--- config.mk ---
export PLATFORM = sky130hd
export DESIGN_NAME = pwm_capture_flat
export DESIGN_NICKNAME = d
export VERILOG_FILES = /design/src/rtl/pwm_pkg.sv /design/src/rtl/pwm_capture_if.sv /design/src/rtl/pwm_in_filter.sv /design/src/rtl/pwm_capture.sv /design/src/flat_wrapper.sv
export SDC_FILE = /design/constraint.sdc
export NUM_CORES = 1
export LEC_CHECK = 0
export CORE_MARGIN = 4
export CORE_UTILIZATION = 62
export DETAILED_ROUTE_END_ITERATION = 8
export GPL_TIMING_DRIVEN = 0
export PLACE_DENSITY_LB_ADDON = 0.2
export SLEW_MARGIN = 25
export SYNTH_ARGS = -nofsm -noshare
export SYNTH_HDL_FRONTEND = slang
export SYNTH_SLANG_ARGS = --single-unit
--- constraint.sdc ---
create_clock -name clk -period 4.79 [get_ports clk]
set_input_delay 0.958 -clock clk [delete_from_list [all_inputs] [get_ports clk]]
set_output_delay 0.958 -clock clk [all_outputs]
set_load 0.05 [all_outputs]
--- src/rtl/pwm_pkg.sv ---
// Shared definitions for the PWM capture stage: FSM encodings, default result
// width and the stuck-high result code also used by the PWM generator bench.
package pwm_pkg;

  localparam int CNT_W_DEF = 16;

  localparam logic [CNT_W_DEF-1:0] STUCK_HIGH_CODE = {CNT_W_DEF{1'b1}};

  typedef enum logic [1:0] {
    ST_IDLE = 2'd0,
    ST_HIGH = 2'd1,
    ST_LOW  = 2'd2
  } state_t;

endpackage

--- src/rtl/pwm_capture_if.sv ---
// Result channel of the PWM capture stage: valid/ready handshake plus the
// measured period/high time and the sticky overrun flag.
interface pwm_capture_if #(
  parameter int CNT_W = 16
);

  logic             meas_valid;
  logic             meas_ready;
  logic [CNT_W-1:0] period_out;
  logic [CNT_W-1:0] high_out;
  logic             overrun;

  modport master (
    output meas_valid,
    output period_out,
    output high_out,
    output overrun,
    input  meas_ready
  );

  modport slave (
    input  meas_valid,
    input  period_out,
    input  high_out,
    input  overrun,
    output meas_ready
  );

endinterface

--- src/rtl/pwm_in_filter.sv ---
// Brings the asynchronous PWM line into the clk domain; with PWM_CAP_FILTER_EN
// defined, the level also has to stay stable for FILT_LEN cycles before it moves.
module pwm_in_filter #(
  parameter int FILT_LEN = 3
) (
  input  logic clk,
  input  logic rst,
  input  logic pwm_in,
  output logic level
);

  logic sync_1;
  logic sync_2;

  always_ff @(posedge clk or posedge rst) begin
    if (rst) begin
      sync_1 <= 1'b0;
      sync_2 <= 1'b0;
    end else begin
      sync_1 <= pwm_in;
      sync_2 <= sync_1;
    end
  end

`ifdef PWM_CAP_FILTER_EN
  localparam int FC_W = $clog2(FILT_LEN + 1);

  logic [FC_W-1:0] stable_cnt;

  // Counts consecutive cycles where the synced line disagrees with the output level.
  always_ff @(posedge clk or posedge rst) begin
    if (rst) begin
      level      <= 1'b0;
      stable_cnt <= '0;
    end else if (sync_2 == level) begin
      stable_cnt <= '0;
    end else if (stable_cnt == FC_W'(FILT_LEN - 1)) begin
      level      <= sync_2;
      stable_cnt <= '0;
    end else begin
      stable_cnt <= stable_cnt + 1'b1;
    end
  end
`else
  assign level = sync_2;
`endif

  if (FILT_LEN < 1) begin : g_bad_filt_len
    $error("pwm_in_filter: FILT_LEN must be at least 1");
  end

endmodule

--- src/rtl/pwm_capture.sv ---
// PWM capture: measures period and high time of pwm_in in clk cycles and reports
// stuck lines. Optional input glitch filter is built in with PWM_CAP_FILTER_EN.
module pwm_capture
  import pwm_pkg::*;
#(
  parameter int CNT_W    = CNT_W_DEF,
  parameter int TIMEOUT  = 1000,
  parameter int FILT_LEN = 3
) (
  input  logic          clk,
  input  logic          rst,
  input  logic          pwm_in,
  pwm_capture_if.master meas
);

  localparam logic [CNT_W-1:0] TIMEOUT_CNT = CNT_W'(TIMEOUT);

  if (TIMEOUT < 1 || longint'(TIMEOUT) >= (longint'(1) << CNT_W)) begin : g_bad_timeout
    $error("pwm_capture: TIMEOUT must be in 1 .. 2**CNT_W-1");
  end

  logic level;
  logic level_prev;
  logic rise;
  logic fall;

  state_t           state, state_nxt;
  logic [CNT_W-1:0] cnt_p, cnt_p_nxt;
  logic [CNT_W-1:0] cnt_h, cnt_h_nxt;
  logic [CNT_W-1:0] high_lat, high_lat_nxt;
  logic             armed, armed_nxt;
  logic             pub;
  logic [CNT_W-1:0] pub_period;
  logic [CNT_W-1:0] pub_high;
  logic             accept;

  pwm_in_filter #(
    .FILT_LEN (FILT_LEN)
  ) u_filter (
    .clk    (clk),
    .rst    (rst),
    .pwm_in (pwm_in),
    .level  (level)
  );

  assign rise   = level & ~level_prev;
  assign fall   = ~level & level_prev;
  assign accept = meas.meas_valid & meas.meas_ready;

  always_ff @(posedge clk or posedge rst) begin
    if (rst) begin
      level_prev <= 1'b0;
      state      <= ST_IDLE;
      cnt_p      <= '0;
      cnt_h      <= '0;
      high_lat   <= '0;
      armed      <= 1'b1;
    end else begin
      level_prev <= level;
      state      <= state_nxt;
      cnt_p      <= cnt_p_nxt;
      cnt_h      <= cnt_h_nxt;
      high_lat   <= high_lat_nxt;
      armed      <= armed_nxt;
    end
  end

  // Timeout wins over an edge in the same cycle so cnt_p never exceeds TIMEOUT.
  // After a stuck report 'armed' stays low until the line moves again.
  always_comb begin
    state_nxt    = state;
    cnt_p_nxt    = cnt_p;
    cnt_h_nxt    = cnt_h;
    high_lat_nxt = high_lat;
    armed_nxt    = armed;
    pub          = 1'b0;
    pub_period   = '0;
    pub_high     = '0;
    case (state)
      ST_IDLE: begin
        if (rise) begin
          state_nxt = ST_HIGH;
          cnt_p_nxt = CNT_W'(1);
          cnt_h_nxt = CNT_W'(1);
          armed_nxt = 1'b1;
        end else if (fall) begin
          cnt_p_nxt = '0;
          armed_nxt = 1'b1;
        end else if (armed) begin
          if (cnt_p == TIMEOUT_CNT) begin
            pub       = 1'b1;
            pub_high  = level ? '1 : '0;
            cnt_p_nxt = '0;
            armed_nxt = 1'b0;
          end else begin
            cnt_p_nxt = cnt_p + 1'b1;
          end
        end
      end
      ST_HIGH: begin
        if (cnt_p == TIMEOUT_CNT) begin
          pub       = 1'b1;
          pub_high  = '1;
          state_nxt = ST_IDLE;
          cnt_p_nxt = '0;
          cnt_h_nxt = '0;
          armed_nxt = 1'b0;
        end else if (fall) begin
          state_nxt    = ST_LOW;
          high_lat_nxt = cnt_h;
          cnt_p_nxt    = cnt_p + 1'b1;
        end else begin
          cnt_p_nxt = cnt_p + 1'b1;
          cnt_h_nxt = cnt_h + 1'b1;
        end
      end
      ST_LOW: begin
        if (cnt_p == TIMEOUT_CNT) begin
          pub       = 1'b1;
          state_nxt = ST_IDLE;
          cnt_p_nxt = '0;
          cnt_h_nxt = '0;
          armed_nxt = 1'b0;
        end else if (rise) begin
          pub        = 1'b1;
          pub_period = cnt_p;
          pub_high   = high_lat;
          state_nxt  = ST_HIGH;
          cnt_p_nxt  = CNT_W'(1);
          cnt_h_nxt  = CNT_W'(1);
        end else begin
          cnt_p_nxt = cnt_p + 1'b1;
        end
      end
      default: begin
        state_nxt = ST_IDLE;
      end
    endcase
  end

  // A publish always lands; it only counts as an overrun if the old result was still unclaimed.
  always_ff @(posedge clk or posedge rst) begin
    if (rst) begin
      meas.meas_valid <= 1'b0;
      meas.period_out <= '0;
      meas.high_out   <= '0;
      meas.overrun    <= 1'b0;
    end else if (pub) begin
      meas.meas_valid <= 1'b1;
      meas.period_out <= pub_period;
      meas.high_out   <= pub_high;
      if (meas.meas_valid && !meas.meas_ready) begin
        meas.overrun <= 1'b1;
      end
    end else if (accept) begin
      meas.meas_valid <= 1'b0;
      meas.overrun    <= 1'b0;
    end
  end

endmodule
--- src/flat_wrapper.sv ---
// flat-port wrapper written by rule: the top's interface ports become plain ports
module pwm_capture_flat import pwm_pkg::*;
#(
  parameter int CNT_W    = CNT_W_DEF,
  parameter int TIMEOUT  = 1000,
  parameter int FILT_LEN = 3
)
  (clk, rst, pwm_in, meas_meas_valid, meas_period_out, meas_high_out, meas_overrun, meas_meas_ready);
  pwm_capture_if #(.CNT_W(CNT_W)) meas_i ();
  input  logic clk;
  input  logic rst;
  input  logic pwm_in;
  output wire logic [$bits(meas_i.meas_valid)-1:0] meas_meas_valid;
  output wire logic [$bits(meas_i.period_out)-1:0] meas_period_out;
  output wire logic [$bits(meas_i.high_out)-1:0] meas_high_out;
  output wire logic [$bits(meas_i.overrun)-1:0] meas_overrun;
  input wire logic [$bits(meas_i.meas_ready)-1:0] meas_meas_ready;
  assign meas_meas_valid = meas_i.meas_valid;
  assign meas_period_out = meas_i.period_out;
  assign meas_high_out = meas_i.high_out;
  assign meas_overrun = meas_i.overrun;
  assign meas_i.meas_ready = meas_meas_ready;
  pwm_capture #(.CNT_W(CNT_W), .TIMEOUT(TIMEOUT), .FILT_LEN(FILT_LEN)) u_core (.clk(clk), .rst(rst), .pwm_in(pwm_in), .meas(meas_i));
endmodule
# After elaboration in Yosys (flattened, before gate mapping)
# Cells that the tools add are included.
[op_classes]
n_div = 0
bitwise_logic = 6
multipliers = 0
n_reduce_logical = 12
addsub = 2
n_mux = 46
shifts = 0
eq_ne = 8
n_lt_le_gt_ge = 0
[ops]
columns = ["cell", "count"]
rows = [
  ["16-bit 2-to-1 mux", 21],
  ["16-bit one-hot mux with 3 select lines", 3],
  ["16-bit by 1-bit adder with 16-bit output, second input constant", 2],
  ["16-bit by 10-bit equality test with 1-bit output, second input constant", 1],
  ["1-bit 2-to-1 mux", 15],
  ["2-bit 2-to-1 mux", 4],
  ["2-bit AND reduction", 4],
  ["2-bit one-hot mux with 3 select lines", 1],
  ["4-bit by 1-bit inequality test with 1-bit output, second input constant", 1],
  ["2-bit nonzero test", 2],
  ["1-bit bitwise AND", 3],
  ["3-bit by 1-bit inequality test with 1-bit output, second input constant", 1],
  ["3-bit inequality test, second input constant", 1],
  ["1-bit inverter", 3],
  ["1-bit one-hot mux with 3 select lines", 1],
  ["3-bit AND reduction", 1],
  ["3-bit nonzero test", 1],
  ["2-bit by 1-bit equality test with 1-bit output, second input constant", 1],
  ["2-bit equality test, second input constant", 1],
  ["2-bit logical NOT", 1],
  ["2-bit by 1-bit inequality test with 1-bit output, second input constant", 1],
  ["2-bit inequality test, second input constant", 1],
  ["1-bit one-hot mux with 2 select lines", 1],
  ["2-bit OR reduction", 1],
  ["other kinds (2)", 2],
]
[totals]
reg_bits = 88
mem_bits_rw = 0
mem_count = 0
word_cells = 86
input_bits = 4
output_inout_bits = 34
latchBits = 0
rom_bits = 0

# Logic depth before layout (Yosys ltp)
[logic_depth]
depth_word = 8
mapped_depth = 10
ltp_nobuf = 7

# Cells and area by module
# Synthesis repeated with hierarchy kept, for this count alone.
[unflattened]
cells_unflattened = 444
area_unflattened_um2 = 4214.0
[modules_own_cells]
columns = ["mod", "area_per_inst_um2", "cells_each", "seq_area_each_um2", "instances"]
rows = [
  ["pwm_capture", 4160.2, 441, 2153.3, 1],
  ["pwm_in_filter", 53.8, 3, 50.0, 1],
]

# Worst setup path after synthesis
# OpenSTA, ideal clock, no wires.
[synth_timing]
path_type = "register to register"
from = "register u_core.cnt_p[2]"
to = "register u_core.cnt_h[5]"
period_less_slack_ns = 2.498
stages_incl_launch_ff = 7
required_time_ns = 4.664
arrival_time_ns = 2.372
setup_time_ns = 0.126
path_slack_ns = 2.292
n_path_buf = 1
path_cell_list = "dfrtp_1 or4_4 o41ai_4 nor2_2 or3_1 buf_6 a221o_1"
[synth_via]
elab_chain_len = 3
word_cells_on_any_way = 6
cone_classes = "2 x eq/ne; 3 x mux; 1 x reduce/logical"
[synth_lines]
columns = ["item", "line", "rtl"]
rows = [
  ["start: declaration", "pwm_capture.sv:28", "logic [CNT_W-1:0] cnt_p, cnt_p_nxt;"],
  ["start signal: assignment", "pwm_capture.sv:61", "cnt_p <= cnt_p_nxt;"],
  ["16-bit by 10-bit equality test with 1-bit output (*)", "pwm_capture.sv:101, pwm_capture.sv:118", ""],
  ["16-bit 2-to-1 mux, or another cell as far along", "pwm_capture.sv:118", "if (cnt_p == TIMEOUT_CNT) begin"],
  ["16-bit one-hot mux with 3 select lines / 2-bit AND reduction (equally long branches)", "--", ""],
  ["end signal: assignment", "pwm_capture.sv:62", "cnt_h <= cnt_h_nxt;"],
  ["end: declaration", "pwm_capture.sv:29", "logic [CNT_W-1:0] cnt_h, cnt_h_nxt;"],
]
# Mark *: on every way between the ends. The rest lies on a longest branch, timed or not.
# A chain may end at the register's enable or synchronous reset.

# Worst setup path after layout
[layout_timing]
from = "register u_core.cnt_p[0]"
to = "register u_core.meas.high_out[1]"
[layout_via]
elab_chain_len = 6
word_cells_on_any_way = 14
cone_classes = "1 x eq/ne; 13 x mux"
[layout_lines]
columns = ["item", "line", "rtl"]
rows = [
  ["16-bit by 10-bit equality test with 1-bit output (*)", "pwm_capture.sv:90, pwm_capture.sv:101, pwm_capture.sv:118", ""],
  ["16-bit 2-to-1 mux / 1-bit 2-to-1 mux (equally long branches)", "pwm_capture.sv:90, pwm_capture.sv:101", ""],
  ["16-bit 2-to-1 mux / 1-bit 2-to-1 mux (equally long branches)", "pwm_capture.sv:89", "end else if (armed) begin"],
  ["16-bit 2-to-1 mux / 1-bit 2-to-1 mux (equally long branches)", "pwm_capture.sv:86", "end else if (fall) begin"],
  ["16-bit 2-to-1 mux / 1-bit 2-to-1 mux (equally long branches)", "pwm_capture.sv:81", "if (rise) begin"],
  ["16-bit one-hot mux with 3 select lines / 1-bit one-hot mux with 3 select lines (equally long branches)", "pwm_capture.sv:79", "case (state)"],
  ["end signal: assignment", "pwm_capture.sv:151", "meas.high_out <= pub_high;"],
  ["end: declaration", "pwm_capture_if.sv:16", "output high_out,"],
]
# Marked as above.

==> results.yml <==
power_and_ir_drop:
  leakage_uw: 0.00227
  switching_share_pct: 41.7
  seqPwrFrac_pct: 38.7
  power_frac_comb_pct: 41.0
  power_density_nw_per_um2: 493
  pwr-share-clk_pct: 20.3
  p_int_uw: 1420
  vdd_drop_max_mv: 0.302
  switchingPower_uw: 1020
cts:
  numCtsBuffers: 9
  postCtsSetupRepairBufs: 0
  clock-root-buffer: "clkbuf_8"
  cts-resized-gates: 0
  path_clk_slew_ns: 0.09
  cts_sinks: 88
  cts_hold_buf: 0
  clockBufferDepth: 2
  htree_levels: 3
  cts_tree: "done"
  clkLatencyLatePin_ns: 0.37
layout:
  regArea_um2: 2200
  fill_cells: 445
  layout-drive-gt1-share_pct: 8.28
  multi_input_area_um2: 1840
  diodes: 0
  fin_nets: 492
  syn2layout_area_growth_pct: 16.1
global_route:
  grt_overflow_total: 0
  grt_first_pass_wirelength_um: 15000
  antenna_found_initial: 0
  grt_max_degree: 65
  grt_usage_pct: 22.4
  grt_pass1_vias: 3067
timing:
  clock-skew-final_ns: 0.0149
  rsz0062_at_grt: "no"
  relSlewSlack_pct: 41.3
  drv_slew: 0
  fmaxAchievable_ghz: 0.348
  final_hold_viol_count: 0
  worstMarginPinSlew_ns: 0.872
  fin_crit_ns: 2.88
  finalCritPeriodShare_pct: 60.1
  setup_tns_ns: 0
  hold-worst-slack_ns: 0.365
  finalSetupViolCount: 0
floorplanning:
  dieArea_um2: 8260
  die_w_um: 90.9
  fp.dieH_um: 90.9
  rows: 29
  initial_core_util_pct: 65.5
  core_um2: 6490
  ios: 38
routing:
  routed_wl_um: 8720
  routed_via_density: 5.90
  drt_iter0_markers: 215
  vias: 3305
  avgRoutedWirePerCell_um: 15.6
  firstDrtPassIters: 7
  final_antenna_net_count: 0
  remaining_drc_errors: 0
setup_path:
  crit_required_ns: 5.04
  reg2reg_to: "u_core.meas.high_out[1]"
  crit_path_end: "u_core.meas.high_out[1]"
  path_max_fanout: 10
  cp-start-kind: "register"
  crit_path_end_kind: "register"
  worstSetupStartpoint: "u_core.cnt_p[0]"
  worstPathArrival_ns: 3.12
  reg2reg_setup_slack_ns: 1.91
  r2r-start: "u_core.cnt_p[0]"
  worst-r2r-cell-count: 8
  crit_type: "reg -> reg"
yosys:
  synth_cell_type_count: 56
  synth_warnings: 0
  synth_edf_count: 0
  synth-async-reset-ratio_pct: 100
  yosysTopAreaCellShare_pct: 51.1
  ys_seq_elements: 88
  synth_area_per_cell_um2: 9.92
  syn_inst: 429
  synth_area_leaders: "dfrtp_1, nand2_1, mux2i_1"
  syn-num-nets: 443
  synth_flop_cell: "dfrtp_1"
  yosysSeqAreaShare_pct: 51.8
  netlist_area_um2: 4260
  yosysTopAreaCell: "dfrtp_1"
run_status:
  status: "finished, final reports clean"
place:
  portBuffers: 37
  hpwl_um: 6290
  place_congestion: 0.877
hold_path:
  hold_class: "reg -> reg"
run:
  drv_cap: 0
kinds of logic (layout without fill, tap and decap cells):
group                    count (synthesis)  in the layout  synth area share [%]
AO/OA/AOI/OAI                           70             70                  13.2
XOR/XNOR                                14             14                  2.88
adder cells (fa/ha/maj)                 10             10                  2.94
buffers and inverters                   48            102                  4.94
flip-flops                              88             88                  51.8
multiplexers                            17             17                  4.03
AND/OR/NAND/NOR                        182            182                  20.2
power groups by stage:
stage	Sequential, uW	Clock [uW]	Combinational [uW]
global placement	952	0	972
CTS	943	500	1000
global route	963	540	1070
floorplan	1190	0	470
detailed placement	956	0	995
finish	944	494	998
worst min-delay path by stage:
stage | from | end | depth (start not counted)
after floorplan | u_core.u_filter.sync_1 | u_core.u_filter.level | 0
after global placement | u_core.u_filter.sync_1 | u_core.u_filter.level | 0
after detailed placement | u_core.u_filter.sync_1 | u_core.u_filter.level | 0
after CTS | u_core.u_filter.sync_1 | u_core.u_filter.level | 0
after global routing | u_core.u_filter.sync_1 | u_core.u_filter.level | 0
final | u_core.u_filter.sync_1 | u_core.u_filter.level | 0
routing by layer:
layer  global-route usage, %  wire (um)  part of all wire (%)  vias up
met2                    33.5       3950                    45      105
met5                       0          0                     0        -
li1                        -          -                     -     1589
met1                    33.1       4150                    48     1596
met3                    4.00        474                   5.4       15
met4                    7.79        140                   1.6        0
state kept, by name (all words and copies together), names as in the netlist:
name / count
u_core.armed: 1
u_core.cnt_h: 16
u_core.cnt_p: 16
u_core.high_lat: 16
u_core.level_prev: 1
u_core.meas.high_out: 16
u_core.meas.meas_valid: 1
u_core.meas.overrun: 1
u_core.meas.period_out: 16
u_core.state: 2
u_core.u_filter.level: 1
u_core.u_filter.sync_1: 1
cell type report:
| cell class | instances | area share (%) |
|---|---|---|
| repair buffers | 38 | 8.05 |
| clock buffers | 9 | 2.51 |
| well taps | 77 | 1.95 |
| plain buffers | 19 | 2.05 |
| flip-flops and latches | 88 | 44.6 |
| multi-input cells | 293 | 37.3 |
| clock inverters | 7 | 1.27 |
| inverters | 29 | 2.30 |
critical path, stage by stage, from the launching register on:
cell and delay, ns:
dfrtp_1 0.46, inv_1 0.09, ha_1 0.13, or3b_2 0.52, or4_1 0.51, buf_2 0.23, o211ai_2 0.42, buf_2 0.30
a2bb2oi_1 0.10
layout by cell type, fill, tap and decap left out, types with 10 or more instances in the layout:
master	count
nand3_1	15
and3_1	14
nand2_1	88
xor2_1	13
inv_1	28
dfrtp_1	87
mux2i_1	16
clkdlybuf4s50_1	37
ha_1	10
a2bb2oi_1	17
nor2_1	23
o21ai_0	10
nor3_1	10
cells in the mapped netlist, types with 3 or more instances:
master	instances
a211o_1	7
a21boi_0	3
a21o_1	4
a21oi_1	6
a2bb2oi_1	17
a31oi_1	5
and3_1	14
buf_2	6
buf_4	4
clkbuf_1	7
dfrtp_1	87
ha_1	10
inv_1	29
mux2i_1	16
nand2_1	88
nand3_1	15
nand4_1	9
nor2_1	23
nor3_1	10
o21ai_0	10
or2_2	3
or3_1	4
xor2_1	13
per-stage QoR:
step / util [%] / area (um2) / setup slack, ns / instances / power [uW]
final: 76.1 / 4940 / 1.91 / 560 / 2440
after global routing: 76.1 / 4940 / 1.79 / 560 / 2580
after CTS: 76.1 / 4940 / 1.93 / 560 / 2440
after detailed placement: 73.2 / 4760 / 1.95 / 544 / 1950
after global placement: 72.7 / 4720 / 0.258 / 543 / 1920
after floorplan: - / 4260 / 1.56 / 429 / 1660
Note: power is estimated with default switching activity, not from simulation.
